$ cat src/rtl/ascii_alu_sequencer_if.sv
// Keystroke input handshake plus the registered ALU-facing outputs of the sequencer.
interface ascii_alu_sequencer_if;
    logic [7:0]  key_data;
    logic        key_valid;
    logic        key_ready;
    logic [7:0]  a;
    logic [7:0]  b;
    logic [10:0] op_code;
    logic        go;
    logic        busy;
    logic        result_valid;
    logic        err;
    logic        ovf;

    modport master (
        output key_data, key_valid,
        input  key_ready, a, b, op_code, go, busy, result_valid, err, ovf
    );

    modport slave (
        input  key_data, key_valid,
        output key_ready, a, b, op_code, go, busy, result_valid, err, ovf
    );
endinterface

$ cat src/rtl/ascii_alu_sequencer.sv
// Parses "<digits><op><digits>=" keystrokes into ALU operands and a one-hot op_code,
// pulses go, then waits a fixed ALU latency before flagging result_valid.
module ascii_alu_sequencer #(
    parameter int ALU_LATENCY = 4
) (
    input  logic                 clk,
    input  logic                 reset,
    ascii_alu_sequencer_if.slave bus
);
    localparam logic [2:0] S_A    = 3'd0;
    localparam logic [2:0] S_B    = 3'd1;
    localparam logic [2:0] S_GO   = 3'd2;
    localparam logic [2:0] S_WAIT = 3'd3;
    localparam logic [2:0] S_DONE = 3'd4;

    localparam logic [7:0] LATENCY  = 8'(ALU_LATENCY);
    localparam logic [7:0] KEY_EQ   = 8'h3D;
    localparam logic [7:0] KEY_ESC  = 8'h1B;

    logic [2:0]  state;
    logic [7:0]  wait_cnt;
    logic        fresh;
    logic        have_digit;

    logic        accept;
    logic        is_digit;
    logic [3:0]  digit_val;
    logic [10:0] op_onehot;
    logic        is_op;
    logic [7:0]  acc_base;
    logic [11:0] acc;

    assign accept = bus.key_valid & bus.key_ready;

    always_comb begin
        is_digit  = (bus.key_data >= 8'h30) && (bus.key_data <= 8'h39);
        digit_val = 4'(bus.key_data - 8'h30);
        op_onehot = '0;
        case (bus.key_data)
            "+":     op_onehot[0]  = 1'b1;
            "-":     op_onehot[1]  = 1'b1;
            "*":     op_onehot[2]  = 1'b1;
            "/":     op_onehot[3]  = 1'b1;
            "%":     op_onehot[4]  = 1'b1;
            "&":     op_onehot[5]  = 1'b1;
            "|":     op_onehot[6]  = 1'b1;
            "^":     op_onehot[7]  = 1'b1;
            "~":     op_onehot[8]  = 1'b1;
            "<":     op_onehot[9]  = 1'b1;
            ">":     op_onehot[10] = 1'b1;
            default: op_onehot     = '0;
        endcase
        is_op = |op_onehot;
        // A fresh digit after a completed op restarts A from zero rather than extending it.
        if (state == S_B)  acc_base = bus.b;
        else if (fresh)    acc_base = 8'd0;
        else               acc_base = bus.a;
        acc = {4'd0, acc_base} * 12'd10 + {8'd0, digit_val};
    end

    always_ff @(posedge clk) begin
        if (reset) begin
            state            <= S_A;
            wait_cnt         <= '0;
            fresh            <= 1'b0;
            have_digit       <= 1'b0;
            bus.key_ready    <= 1'b0;
            bus.a            <= '0;
            bus.b            <= '0;
            bus.op_code      <= '0;
            bus.go           <= 1'b0;
            bus.busy         <= 1'b0;
            bus.result_valid <= 1'b0;
            bus.err          <= 1'b0;
            bus.ovf          <= 1'b0;
        end else begin
            // NOTE: every register here uses <= so all branches see pre-edge values.
            bus.go           <= 1'b0;
            bus.result_valid <= 1'b0;
            bus.err          <= 1'b0;
            case (state)
                S_A, S_B: begin
                    bus.key_ready <= 1'b1;
                    if (accept) begin
                        if (is_digit) begin
                            if (state == S_A && fresh) begin
                                bus.b       <= '0;
                                bus.op_code <= '0;
                                bus.ovf     <= 1'b0;
                                fresh       <= 1'b0;
                            end else if (acc > 12'd255) begin
                                bus.ovf <= 1'b1;
                            end
                            if (state == S_A) bus.a <= acc[7:0];
                            else              bus.b <= acc[7:0];
                            have_digit <= 1'b1;
                        end else if (is_op) begin
                            if (state == S_B || have_digit) begin
                                bus.op_code <= op_onehot;
                                bus.b       <= '0;
                                fresh       <= 1'b0;
                                state       <= S_B;
                            end else begin
                                bus.err <= 1'b1;
                            end
                        end else if (bus.key_data == KEY_EQ) begin
                            if (state == S_B) begin
                                bus.go        <= 1'b1;
                                bus.busy      <= 1'b1;
                                bus.key_ready <= 1'b0;
                                state         <= S_GO;
                            end else begin
                                bus.err <= 1'b1;
                            end
                        end else if (bus.key_data == KEY_ESC) begin
                            bus.a       <= '0;
                            bus.b       <= '0;
                            bus.op_code <= '0;
                            bus.ovf     <= 1'b0;
                            have_digit  <= 1'b0;
                            fresh       <= 1'b0;
                            state       <= S_A;
                        end else begin
                            bus.err <= 1'b1;
                        end
                    end
                end
                S_GO: begin
                    wait_cnt <= LATENCY;
                    state    <= S_WAIT;
                end
                S_WAIT: begin
                    if (wait_cnt == 8'd1) begin
                        bus.result_valid <= 1'b1;
                        state            <= S_DONE;
                    end else begin
                        wait_cnt <= wait_cnt - 8'd1;
                    end
                end
                S_DONE: begin
                    bus.busy      <= 1'b0;
                    bus.key_ready <= 1'b1;
                    fresh         <= 1'b1;
                    have_digit    <= 1'b1;
                    state         <= S_A;
                end
                default: state <= S_A;
            endcase
        end
    end
endmodule

$ cat src/flat_wrapper.sv
// flat-port wrapper written by rule: the top's interface ports become plain ports
module ascii_alu_sequencer_flat 
#(
    parameter int ALU_LATENCY = 4
)
  (clk, reset, bus_key_data, bus_key_valid, bus_key_ready, bus_a, bus_b, bus_op_code, bus_go, bus_busy, bus_result_valid, bus_err, bus_ovf);
  ascii_alu_sequencer_if bus_i ();
  input  logic clk;
  input  logic reset;
  input wire logic [$bits(bus_i.key_data)-1:0] bus_key_data;
  input wire logic [$bits(bus_i.key_valid)-1:0] bus_key_valid;
  output wire logic [$bits(bus_i.key_ready)-1:0] bus_key_ready;
  output wire logic [$bits(bus_i.a)-1:0] bus_a;
  output wire logic [$bits(bus_i.b)-1:0] bus_b;
  output wire logic [$bits(bus_i.op_code)-1:0] bus_op_code;
  output wire logic [$bits(bus_i.go)-1:0] bus_go;
  output wire logic [$bits(bus_i.busy)-1:0] bus_busy;
  output wire logic [$bits(bus_i.result_valid)-1:0] bus_result_valid;
  output wire logic [$bits(bus_i.err)-1:0] bus_err;
  output wire logic [$bits(bus_i.ovf)-1:0] bus_ovf;
  assign bus_i.key_data = bus_key_data;
  assign bus_i.key_valid = bus_key_valid;
  assign bus_key_ready = bus_i.key_ready;
  assign bus_a = bus_i.a;
  assign bus_b = bus_i.b;
  assign bus_op_code = bus_i.op_code;
  assign bus_go = bus_i.go;
  assign bus_busy = bus_i.busy;
  assign bus_result_valid = bus_i.result_valid;
  assign bus_err = bus_i.err;
  assign bus_ovf = bus_i.ovf;
  ascii_alu_sequencer #(.ALU_LATENCY(ALU_LATENCY)) u_core (.clk(clk), .reset(reset), .bus(bus_i));
endmodule
$ cat config.mk
export PLATFORM = sky130hd
export DESIGN_NAME = ascii_alu_sequencer_flat
export DESIGN_NICKNAME = d
export VERILOG_FILES = /design/src/rtl/ascii_alu_sequencer_if.sv /design/src/rtl/ascii_alu_sequencer.sv /design/src/flat_wrapper.sv
export SDC_FILE = /design/constraint.sdc
export NUM_CORES = 1
export LEC_CHECK = 0
export CELL_PAD_IN_SITES_DETAIL_PLACEMENT = 1
export CELL_PAD_IN_SITES_GLOBAL_PLACEMENT = 1
export CORE_ASPECT_RATIO = 1.1
export CORE_MARGIN = 5
export CORE_UTILIZATION = 43
export DETAILED_ROUTE_END_ITERATION = 8
export DONT_BUFFER_PORTS = 1
export PLACE_DENSITY = 0.73
export REMOVE_ABC_BUFFERS = 1
export SLEW_MARGIN = 0
export SYNTH_ARGS = -nofsm -noshare
export SYNTH_HDL_FRONTEND = slang
export SYNTH_SLANG_ARGS = --single-unit
$ cat constraint.sdc
create_clock -name clk -period 3.6 [get_ports clk]
set_input_delay 0.72 -clock clk [delete_from_list [all_inputs] [get_ports clk]]
set_output_delay 0.72 -clock clk [all_outputs]
set_load 0.02 [all_outputs]
==> reports/metrics.cfg <==
[layout]
fillers=800
seqCellArea_um2=920.9
syn2layout_area_growth_pct=13.17
multi_input_area_um2=1958
final_nets=404
antenna_cells=0
drive_gt1_frac=0.1520
utilization=0.5010

[hold_path]
min_path_type=in2reg

[timing]
slew_headroom=0.4125
period_share=0.9651
fin_skew_ns=0.008403
max_freq_mhz=287.8
worst_pin_slew_ns=0.8802
finalHoldViolations=0
fin_crit_ns=3.474
drv_slew=0
finalSetupViolCount=0

[setup_path]
path_max_fanout=6
end_kind=flop
cp-start-kind=flop
criticalPathCategory=reg2reg
crit_path_cell_trace=nor2_2 -> and2_4 -> buf_6 -> nand2_1 -> o21ai_2 -> ha_2 -> ha_1 -> inv_1 -> fa_2 -> nand2b_4 -> nor2_2 -> or4b_4 -> a21oi_4 -> a211oi_2 -> or4b_1 -> nand3_1
critPathArrivalTime_ns=3.72
slowest_delay_ns=0.51
required_ns=3.85
cpMostUsedCell=nor2_2
crit_slowest_cell=or4b_4

[drt]
finalWirelength_mm=8.854
drt-wirelength-per-cell_um=19.37
drt_pass1_iterations=4
viasPerCell=5.842
drc_errors=0
postRouteAntennaNets=0
num_vias=2670
drt_iter0_markers=121

[synthesis]
synth_top_cell_by_area=dfxtp_1
synth_seq_area_share=0.3136
ys_top_cells_by_count=56 x nand2_1, 46 x dfxtp_1, 31 x nor2_1
synth_most_common_cell=nand2_1
synthArstFlopShare=0
syn-cell-area_um2=2937
synth_top_flop_cell=dfxtp_1
synth_seq_cells=46
syn_area_per_cell_um2=8.090
synth-edff-count=0
yosys-top-cells-area=dfxtp_1 31%, ha_1 7.2%, nand2_1 7.2%
yosys_warnings=0
synth_top_area_share=0.3136
synthCells=363
ys_types=57

[outcome]
run_status=complete, no violations

[clocking]
insertion_delay_ns=0.31
htree_num_levels=2
cts_tree=yes
cts_buffers=5
numClockSinks=46
cts_root_buf=clkbuf_8
cts.clk_slew.worst_paths_ns=0.09
hold_buffers=0
clockBufferDepth=2

[global_routing]
grt_usage=0.2045
grt_pass1_vias=2811
met1_usage=0.2521
grt_start_max_net_pins=32
antenna_found_initial=0
busiest_layer=met2
grtUsageMet3=0.03144
globalRoute.totalOverflow=0
grt_pass1_wl_mm=14.10
grt_util_met2=0.3469

[placed_design]
port_buffers=0
hpwl_mm=6.324
gp_congestion=0.8440

[floorplan]
dieArea_um2=8584
start_util=0.4427
rows=31
core_area_um2=6633
pin_count=44
die_w_um=88.80
fp.dieH_um=96.67

[power_and_ir_drop]
power_density_nw_per_um2=312.0
ir_worst_vdd_v=0.0001719
p_total_mw=1.037
power_leakage_nw=1.291

[job]
maxCapViolCount=0

final timing paths:
check                                        start                 end  slack, ns  cells past startpoint
worst max register to register     u_core.state[2]      u_core.bus.ovf       0.13                     16
worst min-delay path                         reset     u_core.bus.a[2]       0.47                      1
worst max-delay path               u_core.state[2]      u_core.bus.ovf       0.13                     16
worst min register to register  u_core.wait_cnt[0]  u_core.wait_cnt[0]       0.50                      2
worst max-delay path: cells and delay by family, from the launching register on:
family | cells | cell delay [ns]
and+or+nand+nor | 8 | 1.78
adders and majority gates | 3 | 0.81
DFF | 1 | 0.34
AOI/OAI and AO/OA | 3 | 0.29
buffers and inverters | 2 | 0.20
flip-flops by register name, summed over array words and instances, names as in the netlist, 3 cells and up:
register / flops
u_core.bus.op_code: 11
u_core.bus.a: 8
u_core.state: 3
u_core.wait_cnt: 8
u_core.bus.b: 8
area by class of cell:
type                            count  area share
Timing Repair Buffer               19     0.04405
Tap cell                           82     0.03087
Inverter                           14     0.01581
Clock inverter                      2     0.01807
Sequential cell                    46      0.2771
Multi-Input combinational cell    288      0.5892
Clock buffer                        6     0.02485
per-stage QoR:
| stage | cell area, um2 | hold WS (ns) | setup TNS (ns) | setup slack, ns | instances |
|---|---|---|---|---|---|
| 2_1_floorplan | 2864 | 0.4676 | -0.06765 | -0.06765 | 348 |
| 3_3_place_gp | 3079 | 0.4856 | 0 | 0.06555 | 445 |
| 3_5_place_dp | 3079 | 0.4883 | -0.08903 | -0.08903 | 445 |
| 4_1_cts | 3223 | 0.4627 | 0 | 0.008385 | 453 |
| 5_1_grt | 3323 | 0.4639 | -0.01584 | -0.01584 | 457 |
| 6_report | 3323 | 0.4706 | 0 | 0.1257 | 457 |
timing repair:
item                                    4_1_cts  5_1_grt
gates resized for setup                       1       23
setup buffers                                 0        4
pin swaps                                     0        5
hold endpoints to repair                      0        0
endpoints found under the setup margin        1        1
logic make-up after synthesis:
logic type	count (synthesis)	synth area share
flip-flops	46	0.3136
AO/OA/AOI/OAI	58	0.1321
buffers and inverters	29	0.04260
multiplexers	22	0.07669
AND/OR/NAND/NOR	175	0.3072
XOR/XNOR	14	0.04176
adder cells (fa/ha/maj)	19	0.08607
cells in the final DEF (no fill, tap or decap), drive strengths merged, types with 8 or more instances in the layout:
| cell | Yosys | final |
|---|---|---|
| nand2 | 57 | 57 |
| dfxtp | 46 | 46 |
| nor2 | 31 | 31 |
| a21oi | 21 | 21 |
| nor3 | 20 | 20 |
| buf | 5 | 19 |
| o21ai | 19 | 19 |
| mux2i | 18 | 18 |
| ha | 17 | 17 |
| nand3 | 16 | 16 |
| inv | 14 | 14 |
| nand2b | 12 | 12 |
| nor2b | 8 | 8 |
| xnor2 | 8 | 8 |
where the power goes:
| part | internal (mW) | leakage [nW] | total [mW] | switching, mW |
|---|---|---|---|---|
| Combinational | 0.0155 | 0.849 | 0.0427 | 0.0272 |
| Clock | 0.296 | 0.0714 | 0.482 | 0.186 |
| Sequential | 0.509 | 0.371 | 0.512 | 0.00291 |
routing by layer:
metal / vias to the layer above / routed length [um]
met5: - / 0
met2: 70 / 4527
met4: 0 / 234
li1: 1298 / -
met1: 1285 / 3725
met3: 17 / 366
Power figures use the tool's default switching activity.
